$ cat src/rtl/fifo_burst_arb.sv
// fifo_burst_arb
//   Drains two byte-wide FIFOs (normal, non show-ahead read side) into one
//   shared sink. The arbiter grants one channel, reads up to BURST_LEN bytes
//   from it, then re-arbitrates. A channel holding fewer than BURST_LEN bytes
//   is still served once it has waited TIMEOUT cycles.
//
//   Build macro STRICT_PRIO_EN: when defined, channel 0 always wins when it is
//   eligible and the round-robin pointer is ignored. Channel 1 still gets its
//   timeout. When undefined (default), grants alternate round-robin.
//
//   Handshake: chN_rdreq pops one byte from FIFO N and that byte is on chN_q
//   in the following cycle. A read is issued only in a cycle where b_rdy is 1,
//   so the beat shown with data_out_vld=1 in cycle t+1 was authorised by
//   b_rdy in cycle t. A presented beat is never held or retried.
//
//   dbg_state exposes the FSM state (0 IDLE, 1 BURST, 2 DRAIN).
module fifo_burst_arb #(
   parameter int DW        = 8,
   parameter int AW        = 6,
   parameter int BURST_LEN = 8,
   parameter int TIMEOUT   = 64
) (
   input  logic          clk,
   input  logic          rst,
   input  logic          ch0_empty,
   input  logic [AW-1:0] ch0_usedw,
   input  logic [DW-1:0] ch0_q,
   output logic          ch0_rdreq,
   input  logic          ch1_empty,
   input  logic [AW-1:0] ch1_usedw,
   input  logic [DW-1:0] ch1_q,
   output logic          ch1_rdreq,
   input  logic          b_rdy,
   output logic [DW-1:0] data_out,
   output logic          data_out_vld,
   output logic          data_out_sop,
   output logic          data_out_eop,
   output logic          data_out_ch,
   output logic [1:0]    dbg_state
);

   typedef enum logic [1:0] {
      S_IDLE  = 2'd0,
      S_BURST = 2'd1,
      S_DRAIN = 2'd2
   } state_t;

   localparam int            WCW         = $clog2(TIMEOUT + 1);
   localparam logic [AW-1:0] BURST_LEN_W = AW'(BURST_LEN);
   localparam logic [WCW-1:0] TIMEOUT_W  = WCW'(TIMEOUT);

   state_t         state;
   state_t         state_nxt;
   logic           g_ch;
   logic           g_ch_nxt;
   logic           last_grant;
   logic           last_grant_nxt;
   logic [AW-1:0]  rem;
   logic [AW-1:0]  rem_nxt;
   logic           first_rd;
   logic           first_rd_nxt;

   logic [WCW-1:0] wait0;
   logic [WCW-1:0] wait1;
   logic           elig0;
   logic           elig1;
   logic           grant_vld;
   logic           grant_ch;
   logic [AW-1:0]  sel_usedw;
   logic [AW-1:0]  grant_len;
   logic           rd_any;
   logic           busy0;
   logic           busy1;
   logic           take0;
   logic           take1;

   logic           beat_vld;
   logic           beat_ch;
   logic           beat_sop;
   logic           beat_eop;

   // Eligibility: a full burst is waiting, or a partial one has timed out.
   always_comb begin
      elig0 = (ch0_usedw >= BURST_LEN_W) || (!ch0_empty && (wait0 == TIMEOUT_W));
      elig1 = (ch1_usedw >= BURST_LEN_W) || (!ch1_empty && (wait1 == TIMEOUT_W));
   end

   // Grant selection; round-robin search starts at the channel after last_grant.
   always_comb begin
      grant_vld = elig0 || elig1;
      grant_ch  = 1'b0;
`ifdef STRICT_PRIO_EN
      grant_ch  = !elig0;
`else
      if (elig0 && elig1) begin
         grant_ch = !last_grant;
      end else begin
         grant_ch = !elig0;
      end
`endif
   end

   // Burst length: min(usedw, BURST_LEN), never below one byte.
   always_comb begin
      sel_usedw = grant_ch ? ch1_usedw : ch0_usedw;
      if (sel_usedw >= BURST_LEN_W) begin
         grant_len = BURST_LEN_W;
      end else if (sel_usedw == '0) begin
         grant_len = AW'(1);
      end else begin
         grant_len = sel_usedw;
      end
   end

   // FSM next state, grant latch and read strobe generation.
   always_comb begin
      state_nxt      = state;
      g_ch_nxt       = g_ch;
      last_grant_nxt = last_grant;
      rem_nxt        = rem;
      first_rd_nxt   = first_rd;
      rd_any         = 1'b0;
      case (state)
         S_IDLE: begin
            if (grant_vld) begin
               g_ch_nxt       = grant_ch;
               last_grant_nxt = grant_ch;
               rem_nxt        = grant_len;
               first_rd_nxt   = 1'b1;
               state_nxt      = S_BURST;
            end
         end
         S_BURST: begin
            // Grant is held through b_rdy stalls; only the read pauses.
            rd_any = b_rdy && (rem != '0);
            if (rd_any) begin
               rem_nxt      = rem - AW'(1);
               first_rd_nxt = 1'b0;
               if (rem == AW'(1)) begin
                  state_nxt = S_DRAIN;
               end
            end
         end
         S_DRAIN: begin
            // Last read data lands on chN_q during this cycle.
            state_nxt = S_IDLE;
         end
         default: begin
            state_nxt = S_IDLE;
         end
      endcase
   end

   assign ch0_rdreq = rd_any && !g_ch;
   assign ch1_rdreq = rd_any &&  g_ch;

   // FSM and grant registers.
   always_ff @(posedge clk) begin
      if (rst) begin
         state      <= S_IDLE;
         g_ch       <= 1'b0;
         last_grant <= 1'b1;
         rem        <= '0;
         first_rd   <= 1'b0;
      end else begin
         state      <= state_nxt;
         g_ch       <= g_ch_nxt;
         last_grant <= last_grant_nxt;
         rem        <= rem_nxt;
         first_rd   <= first_rd_nxt;
      end
   end

   // A channel counts as served from the grant decision until the FSM is back in IDLE.
   always_comb begin
      busy0 = (state != S_IDLE) && !g_ch;
      busy1 = (state != S_IDLE) &&  g_ch;
      take0 = (state == S_IDLE) && grant_vld && !grant_ch;
      take1 = (state == S_IDLE) && grant_vld &&  grant_ch;
   end

   // Starvation counters: count while non-empty and unserved, saturate at TIMEOUT.
   always_ff @(posedge clk) begin
      if (rst) begin
         wait0 <= '0;
         wait1 <= '0;
      end else begin
         if (ch0_empty || busy0 || take0) begin
            wait0 <= '0;
         end else if (wait0 != TIMEOUT_W) begin
            wait0 <= wait0 + WCW'(1);
         end
         if (ch1_empty || busy1 || take1) begin
            wait1 <= '0;
         end else if (wait1 != TIMEOUT_W) begin
            wait1 <= wait1 + WCW'(1);
         end
      end
   end

   // Beat framing follows the read strobe by one cycle, aligned with chN_q.
   always_ff @(posedge clk) begin
      if (rst) begin
         beat_vld <= 1'b0;
         beat_ch  <= 1'b0;
         beat_sop <= 1'b0;
         beat_eop <= 1'b0;
      end else begin
         beat_vld <= rd_any;
         if (rd_any) begin
            beat_ch  <= g_ch;
            beat_sop <= first_rd;
            beat_eop <= (rem == AW'(1));
         end else begin
            beat_sop <= 1'b0;
            beat_eop <= 1'b0;
         end
      end
   end

   // FIFO q is already a register; forward it directly, zero when no beat.
   always_comb begin
      data_out = '0;
      if (beat_vld) begin
         data_out = beat_ch ? ch1_q : ch0_q;
      end
   end

   assign data_out_vld = beat_vld;
   assign data_out_sop = beat_sop;
   assign data_out_eop = beat_eop;
   assign data_out_ch  = beat_ch;
   assign dbg_state    = state;

endmodule

$ cat config.mk
export PLATFORM = sky130hd
export DESIGN_NAME = fifo_burst_arb
export DESIGN_NICKNAME = d
export VERILOG_FILES = /design/src/rtl/fifo_burst_arb.sv
export SDC_FILE = /design/constraint.sdc
export NUM_CORES = 1
export LEC_CHECK = 0
export BUFFER_PORTS_ARGS = -buffer_cell sky130_fd_sc_hd__buf_4
export CAP_MARGIN = 20
export CELL_PAD_IN_SITES_DETAIL_PLACEMENT = 1
export CELL_PAD_IN_SITES_GLOBAL_PLACEMENT = 2
export CORE_MARGIN = 2
export CORE_UTILIZATION = 33
export CTS_BUF_LIST = sky130_fd_sc_hd__clkbuf_4 sky130_fd_sc_hd__clkbuf_8
export DETAILED_ROUTE_END_ITERATION = 10
export PLACE_DENSITY_LB_ADDON = 0.1
export SLEW_MARGIN = 0
export SYNTH_ARGS = -nofsm -noshare
export SYNTH_HDL_FRONTEND = slang
export SYNTH_SLANG_ARGS = --single-unit
$ cat constraint.sdc
create_clock -name clk -period 2.6 [get_ports clk]
set_input_delay 0.52 -clock clk [delete_from_list [all_inputs] [get_ports clk]]
set_output_delay 0.52 -clock clk [all_outputs]
set_load 0.01 [all_outputs]
==> results of run 1 <==
cell usage after synthesis (3+ instances only):
library cell / n / area share
dfxtp_1: 29 / 0.35
xor2_1: 5 / 0.026
a21oi_1: 6 / 0.018
nor3_1: 11 / 0.033
and3_1: 7 / 0.026
xnor2_1: 9 / 0.047
nor2b_1: 9 / 0.034
nand3_1: 5 / 0.015
ha_1: 6 / 0.045
inv_1: 8 / 0.018
nand3b_1: 3 / 0.013
a211oi_1: 4 / 0.018
o21ai_0: 3 / 0.0090
nor2_1: 28 / 0.063
nand2_1: 3 / 0.0067
mux2i_1: 9 / 0.054
kinds of logic after synthesis:
kind of cell               after synthesis  synth area share
and+or+nand+nor                         85             0.306
AOI/OAI and AO/OA                       31             0.147
DFF                                     29             0.347
muxes                                    9            0.0539
buffers and inverters                   12            0.0277
xor gates and xnor gates                14            0.0733
adders and majority gates                6            0.0449
what timing repair did:
action                     4_1_cts  5_1_grt
setup endpoints to repair        0        1
setup buffers                    0        0
hold endpoints to repair         0        0
hold buffers                     0        0
resized for setup                0        1
per-layer routing:
metal  share of wire  up-vias  global-route usage
li1                -      766                   -
met1            0.41      733               0.204
met2            0.50       46               0.316
met3           0.071        9              0.0576
met4           0.016        0              0.0624
met5               0        -                   0
report_power, final:
part / internal [mW] / total [mW] / switching [mW]
registers: 0.463 / 0.488 / 0.0250
logic: 0.0996 / 0.201 / 0.102
clock network: 0.323 / 0.497 / 0.174
total: 0.885 / 1.19 / 0.301
metrics by stage:
stage                     utilization  setup slack (ps)  power (mW)  hold slack [ps]  instance area, um^2
after floorplan                     -               688       0.607              430                 1670
after global placement          0.436               436       0.685              439                 2100
after detailed placement        0.436               384       0.693              450                 2100
after CTS                       0.461              68.7        1.20              464                 2220
after global routing            0.463              40.3        1.25              491                 2230
final                           0.463               214        1.19              459                 2230
sequential cells by signal, summed over array words and instances, names as in the netlist:
name,count
wait1,7
g_ch,1
rem,6
data_out_eop,1
dbg_state,2
data_out_vld,1
data_out_ch,1
first_rd,1
last_grant,1
wait0,7
data_out_sop,1
layout make-up:
class | instances | share of cell area
timing repair buffer | 48 | 0.162
inverter | 8 | 0.0135
sequential | 29 | 0.261
tap | 67 | 0.0376
clock inverter | 1 | 0.0135
clock buffer | 7 | 0.0404
multi-input combinational | 145 | 0.473
path summary, 6_finish.rpt:
check	start	to
worst max-delay path	rem[0]$_SDFFE_PP0P_	ch1_rdreq
worst min-delay path	first_rd$_SDFFE_PP0P_	data_out_sop$_SDFF_PP0_
worst max register to register	wait0[0]$_SDFFE_PP0P_	wait1[3]$_SDFFE_PP0P_
worst min register to register	first_rd$_SDFFE_PP0P_	data_out_sop$_SDFF_PP0_
worst reg2reg max path, cell delays in order, from the launching register on:
cell and delay [ps]:
dfxtp_1 350, inv_1 80, ha_1 170, nor3b_1 340
a21bo_2 270, a211oi_1 110, a2111o_1 540, nor3_2 190
==> metrics.txt, run 1 <==
Reg clk slew, reported paths=60 ps; number of flops mapped to enable cells by yosys=0; global-route wire length before repair=7600 um; Synth cell types=48; core box area=between 4000 and 5000 um^2; FILL cells=590; largest net degree at the start of global routing=15; area grow syn2layout=33.2%; static leakage=0.881 nW; status=finished, final reports clean; average cell area after synthesis=8.99 um^2; CTS buffer count=5; Worst setup SP type=register; Synth async-reset ratio=0; Routed Antenna Nets=0; post-synthesis sequential area ratio=0.347; DR vias/cell=5.10; Max Cap Viol=0; hold crit path type=register to register; unrepaired setup endpoints after global routing=no; synth warn=0; Max Clk Rate=419 MHz; nets=roughly 280; layout cells sized above 1=0.290; FF-to-FF path depth=7; Finished Layout Cells=roughly 310; CP top delay family=compound AO/OA/AOI/OAI gates; Final Max Tran Viols=0; max incr delay on CP=430 ps; worst-skew pair later-pin latency=280 ps; dpl hpwl=3670 um; Worst path depth=5; largest fanout on the critical path=10; most used flip-flop cell after synthesis=dfxtp_1; grt total ovfl=0; full die area=5660 um^2; WL final=4700 um; IO Port Bufs=between 40 and 50; DRT iter0 DRCs=30; number of cells after detailed placement=297; most frequent cells in the layout=48 x buf_4, 29 x dfxtp_1, 28 x nor2_1; Post-route DRC=0; Root Driver=clkbuf_8; peak supply drop=between 0.3 and 0.4 mV; worst slew pin tran=roughly 600 ps; Max-slew headroom=0.598; CP Capture Type=primary output; Final GP Congestion=0.729; Fin. Hold Viols=0; syn_nets=225; CTS sink count=29; overall routing resource usage=0.179; routed len/inst=15.4 um; die height=between 70 and 80 um; commonest non-fill, non-tap cell in the layout=buf_4; worst path cell trace=inv_1 > ha_1 > a211oi_4 > and2_1 > buf_4; number of global-route vias before repair=approximately 1600; fin crit period=between 2000 and 2500 ps; DIE WIDTH=75.2 um; Worst Path Buf+Inv=2; Synth Cell Area=1670 um^2; ratio of final minimum period to clock period=0.918; antenna cells=0; CTS tree=yes; antenna violations before repair=0; Finish-stage setup viols=0; initial core utilization=0.347; Storage cell area=about 580 um^2; Synth Instances=about 190; cell depth of the worst hold path=1; Ports=49; Setup TNS=0 ps; routed via count=~1600; htree depth=2; FP Rows=25; pwr dens=532 nW/um^2; Data required, critical path=2080 ps; FF-to-FF setup slack=490 ps; multi-input logic area=1050 um^2; Clock Skews=4.89 ps; CP Class=register to primary output; Crit-path slowest cell=a211oi_4; critical path arrival=approximately 1900 ps; drt pass-1 iters=4; Yosys reg bits=29; Max clock buf depth=2
(Power assumes the default switching activity.)
==> run 2, diff against run 1 <==
- CORE_UTILIZATION: 33 -> 31
- clock period: 2.6 -> 2.4 ns (I/O delays scaled with it)
==> metrics.txt, run 2 (same netlist as run 1, synthesis figures left out) <==
CTS sink count=29 (unchanged); CP Capture Type=primary output; drt pass-1 iters=4 (unchanged); Regs by FF count=wait0: 7 flops, wait1: 7 flops, rem: 6 flops; DRT iter0 DRCs=35 (+17%); CP Class=register to primary output; Post-CTS Hold Fix Bufs=0 (unchanged); Finish-stage setup viols=0 (unchanged); routed len/inst=14.9 um (-3.3%); Reg clk slew, reported paths=60 ps (about the same); Ports=49 (unchanged); Max Clk Rate=462 MHz; Final GP Congestion=0.817 (+12%); Total Power=1.17 mW (-1.7%); full die area=6000 um^2 (+6.1%); die height=77.5 um (+3.0%); grt total ovfl=0 (unchanged); peak supply drop=0.215 mV (-33%); DIE WIDTH=77.5 um (+3.0%); DR vias/cell=4.92 (-3.5%); antenna violations before repair=0 (unchanged); Final Cell Area=2220 um^2 (-0.28%); largest fanout on the critical path=6 (-4); ratio of final minimum period to clock period=0.901; worst-skew pair later-pin latency=280 ps (about the same); antenna cells=0 (unchanged); core box area=5170 um^2 (+7.4%); FILL cells=614 (+4.1%); Max clock buf depth=2 (unchanged); Fin. Hold Viols=0 (unchanged); fin crit period=2160 ps; DP Area=2120 um^2 (+0.89%); Clock Skews=5.40 ps (+0.513 ps); CTS tree=yes; area grow syn2layout=32.8%; initial core utilization=0.323 (-0.0239); Routed Antenna Nets=0 (unchanged); WL final=4600 um (-2.1%); Post-route DRC=0 (unchanged); IO Port Bufs=48 (unchanged); number of global-route vias before repair=1637 (+5.3%); worst slew pin tran=496 ps (-101 ps); unrepaired setup endpoints after global routing=no; static leakage=0.878 nW (-0.34%); largest net degree at the start of global routing=15 (unchanged); hold_ws=486 ps (+26.6 ps); hold crit path type=register to register; most frequent cells in the layout=50 x buf_4, 29 x dfxtp_1, 28 x nor2_1; Worst setup SP type=register; htree depth=2 (unchanged); Data required, critical path=1920 ps (-160 ps); Final Max Tran Viols=0 (unchanged); Max-slew headroom=0.666 (+0.0682); dpl hpwl=3640 um (-0.85%); pwr dens=524 nW/um^2 (-1.4%); critical path arrival=1680 ps (-190 ps); status=finished, final reports clean; Setup TNS=0 ps (unchanged); overall routing resource usage=0.164 (-0.0154); global-route wire length before repair=7860 um (+3.5%); layout cells sized above 1=0.297 (+0.00716); commonest non-fill, non-tap cell in the layout=buf_4; FP Rows=26 (+4.0%); nets=278 (+0.72%); CTS buffer count=5 (unchanged); Root Driver=clkbuf_8; Max Cap Viol=0 (unchanged); routed via count=1519 (-2.3%)
[run 2: path summary, 6_finish.rpt]
path / slack (ps) / depth (start not counted) / startpoint / endpoint
worst max-delay path: 240 / 4 / rem[2]$_SDFFE_PP0P_ / ch0_rdreq
worst max register to register: 320 / 7 / wait0[0]$_SDFFE_PP0P_ / rem[2]$_SDFFE_PP0P_
worst min register to register: 490 / 1 / first_rd$_SDFFE_PP0P_ / data_out_sop$_SDFF_PP0_
worst min-delay path: 490 / 1 / first_rd$_SDFFE_PP0P_ / data_out_sop$_SDFF_PP0_
[run 2: metrics by stage]
step | utilization | worst slack (ps) | cells
2_1_floorplan | - | 528 | 186
3_3_place_gp | 0.410 | 190 | 302
3_5_place_dp | 0.410 | 92.3 | 302
4_1_cts | 0.427 | 110 | 309
5_1_grt | 0.430 | 1.25 | 309
6_report | 0.430 | 237 | 309
[run 2: layout make-up]
cell class	count	area, um^2	area share
well taps	70	87.6	0.0394
repair buffers	50	375	0.169
inverters	8	30.0	0.0135
multi-input cells	145	1060	0.476
clock buffers	7	90.1	0.0405
flip-flops and latches	29	581	0.261
[run 2: power by group]
| part | total (mW) | switching (mW) | internal, mW |
|---|---|---|---|
| combinational | 0.221 | 0.110 | 0.111 |
| sequential | 0.526 | 0.0253 | 0.501 |
| clock | 0.418 | 0.180 | 0.238 |
[run 2: routing by layer]
metal  track usage  part of all wire  vias to the layer above
li1              -                 -                      765
met1         0.192              0.44                      715
met2         0.289              0.51                       35
met3        0.0442             0.044                        4
met4        0.0518            0.0083                        0
met5             0                 0                        -
[run 2: worst max-delay path, cell delays in order, from the launching register on]
cell	delay, ps
dfxtp_1	370
nor4_2	500
a211o_1	320
nor2_1	70
buf_4	150
[run 2: repair_timing]
item,4_1_cts,5_1_grt
endpoints found under the setup margin,0,3
resized for setup,0,2
buffers inserted,0,0
